### config.mk
export PLATFORM = sky130hd
export DESIGN_NAME = chunked_serial_adder
export DESIGN_NICKNAME = d
export VERILOG_FILES = /design/src/rtl/chunked_serial_adder.sv
export SDC_FILE = /design/constraint.sdc
export NUM_CORES = 1
export LEC_CHECK = 0
export CORE_UTILIZATION = 48
export DETAILED_ROUTE_END_ITERATION = 10
export PLACE_DENSITY = 0.78
export SLEW_MARGIN = 20
export SYNTH_ARGS = -nofsm -noshare
export SYNTH_HDL_FRONTEND = slang
export SYNTH_SLANG_ARGS = --single-unit
export TNS_END_PERCENT = 5
### constraint.sdc
create_clock -name clk -period 3.4 [get_ports clk]
set_input_delay 0.68 -clock clk [delete_from_list [all_inputs] [get_ports clk]]
set_output_delay 0.68 -clock clk [all_outputs]
set_load 0.02 [all_outputs]
### src/rtl/chunked_serial_adder.sv
`default_nettype none
// ============================================================================
// Module   : chunked_serial_adder
// Purpose  : Multi-cycle ripple adder, CHUNK bits per clock, start/busy/done.
//            Optional subtract mode under CHUNKED_SERIAL_ADDER_SUB_EN.
// Revision : 1.0 - initial release
// ============================================================================
module chunked_serial_adder #(
    parameter int WIDTH = 8,
    parameter int CHUNK = 4
) (
    input  logic             clk,
    input  logic             rst,
    input  logic             start,
    input  logic [WIDTH-1:0] A,
    input  logic [WIDTH-1:0] B,
    input  logic             C,
`ifdef CHUNKED_SERIAL_ADDER_SUB_EN
    input  logic             sub,
`endif
    output logic             busy,
    output logic             done,
    output logic [WIDTH-1:0] Sum,
    output logic             Carry
);

    localparam int NCHUNK = WIDTH / CHUNK;
    localparam int IW     = (NCHUNK > 1) ? $clog2(NCHUNK) : 1;

    typedef enum logic [1:0] {
        S_IDLE = 2'd0,
        S_RUN  = 2'd1,
        S_DONE = 2'd2
    } state_t;

    state_t           state_q;
    logic [IW-1:0]    idx_q;
    logic [WIDTH-1:0] a_q;
    logic [WIDTH-1:0] b_q;
    logic [WIDTH-1:0] sum_q;
    logic             run_c_q;
    logic             carry_q;
    logic             busy_q;
    logic             done_q;

    logic [WIDTH-1:0] w_b_in;
    logic             w_c_in;
    logic             w_accept;
    logic [CHUNK-1:0] w_a_chunk;
    logic [CHUNK-1:0] w_b_chunk;
    logic [CHUNK:0]   w_chunk_sum;

    // Subtraction is folded into capture: store ~B and force the carry-in,
    // so the RUN datapath is identical in both modes.
`ifdef CHUNKED_SERIAL_ADDER_SUB_EN
    assign w_b_in = sub ? ~B : B;
    assign w_c_in = sub ? 1'b1 : C;
`else
    assign w_b_in = B;
    assign w_c_in = C;
`endif

    assign w_accept    = start && ((state_q == S_IDLE) || (state_q == S_DONE));
    assign w_a_chunk   = a_q[idx_q*CHUNK +: CHUNK];
    assign w_b_chunk   = b_q[idx_q*CHUNK +: CHUNK];
    assign w_chunk_sum = {1'b0, w_a_chunk} + {1'b0, w_b_chunk} + {{CHUNK{1'b0}}, run_c_q};

    always_ff @(posedge clk) begin
        if (rst) begin
            state_q <= S_IDLE;
            idx_q   <= '0;
            a_q     <= '0;
            b_q     <= '0;
            sum_q   <= '0;
            run_c_q <= 1'b0;
            carry_q <= 1'b0;
            busy_q  <= 1'b0;
            done_q  <= 1'b0;
        end else if (w_accept) begin
            state_q <= S_RUN;
            idx_q   <= '0;
            a_q     <= A;
            b_q     <= w_b_in;
            run_c_q <= w_c_in;
            sum_q   <= '0;
            carry_q <= 1'b0;
            busy_q  <= 1'b1;
            done_q  <= 1'b0;
        end else begin
            case (state_q)
                S_RUN: begin
                    sum_q[idx_q*CHUNK +: CHUNK] <= w_chunk_sum[CHUNK-1:0];
                    run_c_q                     <= w_chunk_sum[CHUNK];
                    if (idx_q == IW'(NCHUNK - 1)) begin
                        carry_q <= w_chunk_sum[CHUNK];
                        idx_q   <= '0;
                        state_q <= S_DONE;
                        busy_q  <= 1'b0;
                        done_q  <= 1'b1;
                    end else begin
                        idx_q   <= idx_q + 1'b1;
                    end
                end
                default: begin
                    state_q <= S_IDLE;
                    busy_q  <= 1'b0;
                    done_q  <= 1'b0;
                end
            endcase
        end
    end

    assign busy  = busy_q;
    assign done  = done_q;
    assign Sum   = sum_q;
    assign Carry = carry_q;

endmodule
`default_nettype wire

# [Word level (Yosys, flattened, before mapping)]
# Index checks and enable logic that the tools add are counted.
[word_totals] elab_cells=38 output_inout_bits=11 in_bits=20 mem_bits_rw=0 rom_bits=0 register_bits=30 n_memories=0 latchBits=0
[classes] n_shift=4 eq_ne=3 n_lt_le_gt_ge=0 mux=10 div_mod_pow=0 addsub=4 mul=0 n_bitwise=1 n_reduce_logical=7
[ops] cell="3-bit negator with 34-bit output" n=1
[ops] cell="4-bit by 34-bit variable shift with 8-bit output, first input constant" n=1
[ops] cell="4-bit by 34-bit indexed part select with 8-bit output" n=1
[ops] cell="8-bit by 4-bit indexed part select with 4-bit output" n=2
[ops] cell="1-bit 2-to-1 mux" n=9
[ops] cell="8-bit bitwise mux" n=1
[ops] cell="4-bit by 4-bit adder with 5-bit output" n=1
[ops] cell="5-bit by 1-bit adder with 5-bit output" n=1
[ops] cell="3-bit != test, second input constant" n=1
[ops] cell="3-bit OR reduction" n=1
[ops] cell="2-bit by 1-bit == test with 1-bit output, second input constant" n=1
[ops] cell="2-bit == test, second input constant" n=1
[ops] cell="2-bit logical NOT" n=1
[ops] cell="2-bit AND reduction" n=1
[ops] cell="2-bit nonzero test" n=1
[ops] cell="2-bit OR reduction" n=1
[ops] cell="1-bit adder, second input constant" n=1
[ops] cell="1-bit logical AND" n=1
[ops] cell="1-bit logical OR" n=1
[ops] cell="1-bit NOT" n=1

# [Longest topological paths before layout]
[logic_depth] word_depth=5 depth_mapped=7 mapped_depth_nobuf=6

# [Worst setup path before layout]
# No wires, ideal clock.
[synth_path] path_type="flip-flop to flip-flop" from="register idx_q" to="register run_c_q" synth_period_minus_slack_ns=2.361 path_stages_with_launch=8 path_slack_ns=1.039 setup_ns=0.145 path_buffers=1 arrival_time_ns=2.216 required_ns=3.255 cell_sequence="dfxtp_1 -> buf_2 -> mux2_2 -> fa_1 -> fa_1 -> a21o_1 -> a21oi_1 -> o311ai_0"
[synth_via] elab_chain_len=5 word_cells_on_any_way=6 classes_between="add/sub: 2; shift: 2; mux: 2"
[synth_lines] item="start, declared" line="37" rtl="logic [IW-1:0] idx_q;"
[synth_lines] item="start signal, assigned" line="101" rtl="idx_q <= idx_q + 1'b1;"
[synth_lines] item="8-bit by 4-bit indexed part select with 4-bit output, on equally long branches" line="64, 65"
[synth_lines] item="4-bit by 4-bit adder with 5-bit output (*)" line="66" rtl="assign w_chunk_sum = {1'b0, w_a_chunk} + {1'b0, w_b_chunk} + {{CHUNK{1'b0}}, run_c_q};"
[synth_lines] item="5-bit by 1-bit adder with 5-bit output (*)" line="66"
[synth_lines] item="1-bit 2-to-1 mux (*)" line="90" rtl="case (state_q)"
[synth_lines] item="1-bit 2-to-1 mux (*)" line="79" rtl="end else if (w_accept) begin"
[synth_lines] item="end signal, assigned" line="84" rtl="run_c_q <= w_c_in;"
[synth_lines] item="end signal, assigned" line="93" rtl="run_c_q <= w_chunk_sum[CHUNK];"
[synth_lines] item="end, declared" line="41" rtl="logic run_c_q;"
# Mark *: on every way between the ends. The rest lies on a longest branch, timed or not. The select of a mux whose other input is x is not followed.
# A chain may end at the register's enable or synchronous reset.

# [Worst setup path after layout]
# Same ends and word-level chain as after synthesis.

==> flow_metrics.tcl <==
set metrics [dict create \
    status "complete, no violations" \
    power_switching_share_pct 26.36 \
    yosysTopAreaCellShare_pct 44.66 \
    placementRows 18 \
    synth_edf_count 0 \
    final_cell_mix "43 x nand2_1, 30 x clkdlybuf4s50_1, 29 x dfxtp_1" \
    ys_seq_elements 29 \
    ff2ff_setup_slack_ps 790 \
    fin_ws_ps 785.1 \
    cts_setup_buffers 0 \
    start_util_pct 51.54 \
    setup_tns_ps 0 \
    antenna_left 0 \
    grt_overflow 0 \
    drive_gt1_share_pct 8.939 \
    maxCapViolations 0 \
    syn-mean-instance-area_um2 8.667 \
    setup.worst_path.class "register to register" \
    area_growth_pct 27.24 \
    seqPwrFrac_pct 53.6 \
    arrival_ps 2790 \
    async_reset_ff_share_pct 0 \
    clock_latency_ps 330 \
    worst_r2r_endpoint "run_c_q" \
    switching_power_mw 0.1826 \
    synth-seq-area-share_pct 44.66 \
    syn_area_um2 1300 \
    die_y_um 54.04 \
    io_buffers 30 \
    root_buffer "clkbuf_4" \
    drc 0 \
    cts_resized 0 \
    dpl_worst_slack_ps 792.5 \
    synth_ff_type "dfxtp_1" \
    diodes 0 \
    p_per_area_nw_per_um2 418.9 \
    post-route-period-util_pct 76.91 \
    timing.slew.headroom_pct 45.94 \
    hold_path.class "register to register" \
    vias 1138 \
    r2r-start "idx_q" \
    path_max_fanout 17 \
    die_x_um 54.04 \
    vdd_drop_max_mv 0.2912 \
    finalSetupViolCount 0 \
    synth_top_cell_by_area "dfxtp_1" \
    wl_um 2692 \
    ios 31 \
    yosys_warnings 0 \
    rsz0062_at_grt "no" \
    rr_worst_depth 6 \
    ctsHoldBuffers 0 \
    antenna_found_initial 0 \
    p_int_mw 0.5103 \
    track_usage_pct 22.86 \
    grt_pass1_vias 1077 \
    power_leakage_nw 0.6319 \
    cts_sinks 29 \
    min_from "b_q[5]" \
    whs_path_depth 2 \
    dpl.hpwl_um 1969 \
    synth_cell_types 31 \
    cts_max_level 2 \
    final_common_cell "nand2_1" \
    finalHoldViolCount 0 \
    worstHoldEndpoint "b_q[5]" \
    ys_top_cells_by_area "dfxtp_1 45%, nand2_1 12%, a21oi_1 8.9%" \
    drt_first_pass_iters 4 \
    layout.nets 204 \
    clock_path_buffers 2 \
    drtIter0Drc 18 \
    wl_per_cell_um 12.88 \
    syn_inst 150 \
    report.final.slew_viol_count 0 \
    die-area_um2 2920 \
    cts_inserted_buffers 5 \
    crit_path_start_kind "register" \
    viasPerCell 5.445 \
    required_ps 3580 \
    gp_congestion 0.7891 \
    period_needed_ps 2615 \
    p_comb_share_pct 16.3 \
    fill_cells 216 \
    path_clk_slew_ps 80 \
    clock.fmax_mhz 382.4 \
    grt_max_degree 24 \
    crit_path_end_kind "register" \
    synth_nets 175 \
    skew_ps 4.179 \
    grt_pass1_wl_um 4671 \
    p_clk_share_pct 30.1 \
    fp.coreArea_um2 2522 \
    cts_tree "yes" \
    worst_pin_slew_ps 811.0 \
]
-- registers in the layout (all words and copies together), names as in the netlist --
name and flops:
Carry 1, Sum 8, a_q 8, b_q 8
done 1, idx_q 1, run_c_q 1, state_q 1
-- critical path, cell delays in order, from the launching register on --
cell	delay, ps
dfxtp_1	690
mux2_2	410
fa_1	430
fa_1	430
a21o_1	190
a21oi_1	190
o311ai_0	130
-- metrics by stage --
stage | hold slack (ps) | cell area (um2) | power, mW | std cells | utilization (%)
2_1_floorplan | 432.9 | 1300 | 0.4481 | 150 | -
3_3_place_gp | 443.2 | 1599 | 0.4881 | 202 | 63.39
3_5_place_dp | 444.9 | 1599 | 0.4923 | 202 | 63.39
4_1_cts | 457.1 | 1654 | 0.6975 | 209 | 65.58
5_1_grt | 479.2 | 1654 | 0.7306 | 209 | 65.58
6_report | 454.1 | 1654 | 0.6929 | 209 | 65.58
-- power by group through the flow --
| stage | Clock [mW] | Sequential [mW] | Combinational [mW] |
|---|---|---|---|
| floorplan | 0 | 0.378 | 0.0701 |
| global route | 0.229 | 0.374 | 0.127 |
| detailed placement | 0 | 0.379 | 0.113 |
| global placement | 0 | 0.379 | 0.109 |
| finish | 0.208 | 0.371 | 0.113 |
| CTS | 0.213 | 0.371 | 0.113 |
-- final cells by class --
type | instances | area, um2 | area share (%)
flip-flops and latches | 29 | 580.6 | 35.10
well taps | 30 | 37.54 | 2.269
clock buffers | 7 | 55.05 | 3.328
multi-input cells | 112 | 676.9 | 40.92
repair buffers | 30 | 300.3 | 18.15
inverters | 1 | 3.754 | 0.2269
-- per-layer routing --
layer	vias to the layer above	track usage (%)	wire length [um]
li1	577	-	-
met1	529	27.24	1228
met5	-	0	0
met3	6	9.887	151
met4	0	8.120	40
met2	26	36.42	1272
-- Yosys cell counts (all sizes together), types with 2 or more instances --
| master | number |
|---|---|
| a21o | 2 |
| ha | 3 |
| or4 | 2 |
| nor2 | 4 |
| clkbuf | 5 |
| fa | 2 |
| dfxtp | 29 |
| mux2 | 8 |
| o211ai | 2 |
| a211oi | 3 |
| nand4 | 3 |
| buf | 3 |
| a21oi | 23 |
| nand2b | 3 |
| nand2 | 43 |
| o2111ai | 2 |
-- worst max path at each step --
stage,startpoint,to,slack (ps),cells after the start
2_1_floorplan,idx_q,run_c_q,1040,7
3_3_place_gp,idx_q,run_c_q,910,6
3_5_place_dp,idx_q,run_c_q,790,6
4_1_cts,idx_q,run_c_q,780,6
5_1_grt,idx_q,run_c_q,610,6
6_report,idx_q,run_c_q,790,6
-- cells by family after synthesis --
| group | after synthesis | share of synthesized area, % |
|---|---|---|
| compound gates | 33 | 14.92 |
| xor+xnor | 1 | 0.6738 |
| fa+ha+maj | 5 | 5.968 |
| buf+inv | 9 | 3.272 |
| flops | 29 | 44.66 |
| mux | 8 | 6.930 |
| simple gates | 65 | 23.58 |
No activity file was read; power rests on OpenSTA's default activity.
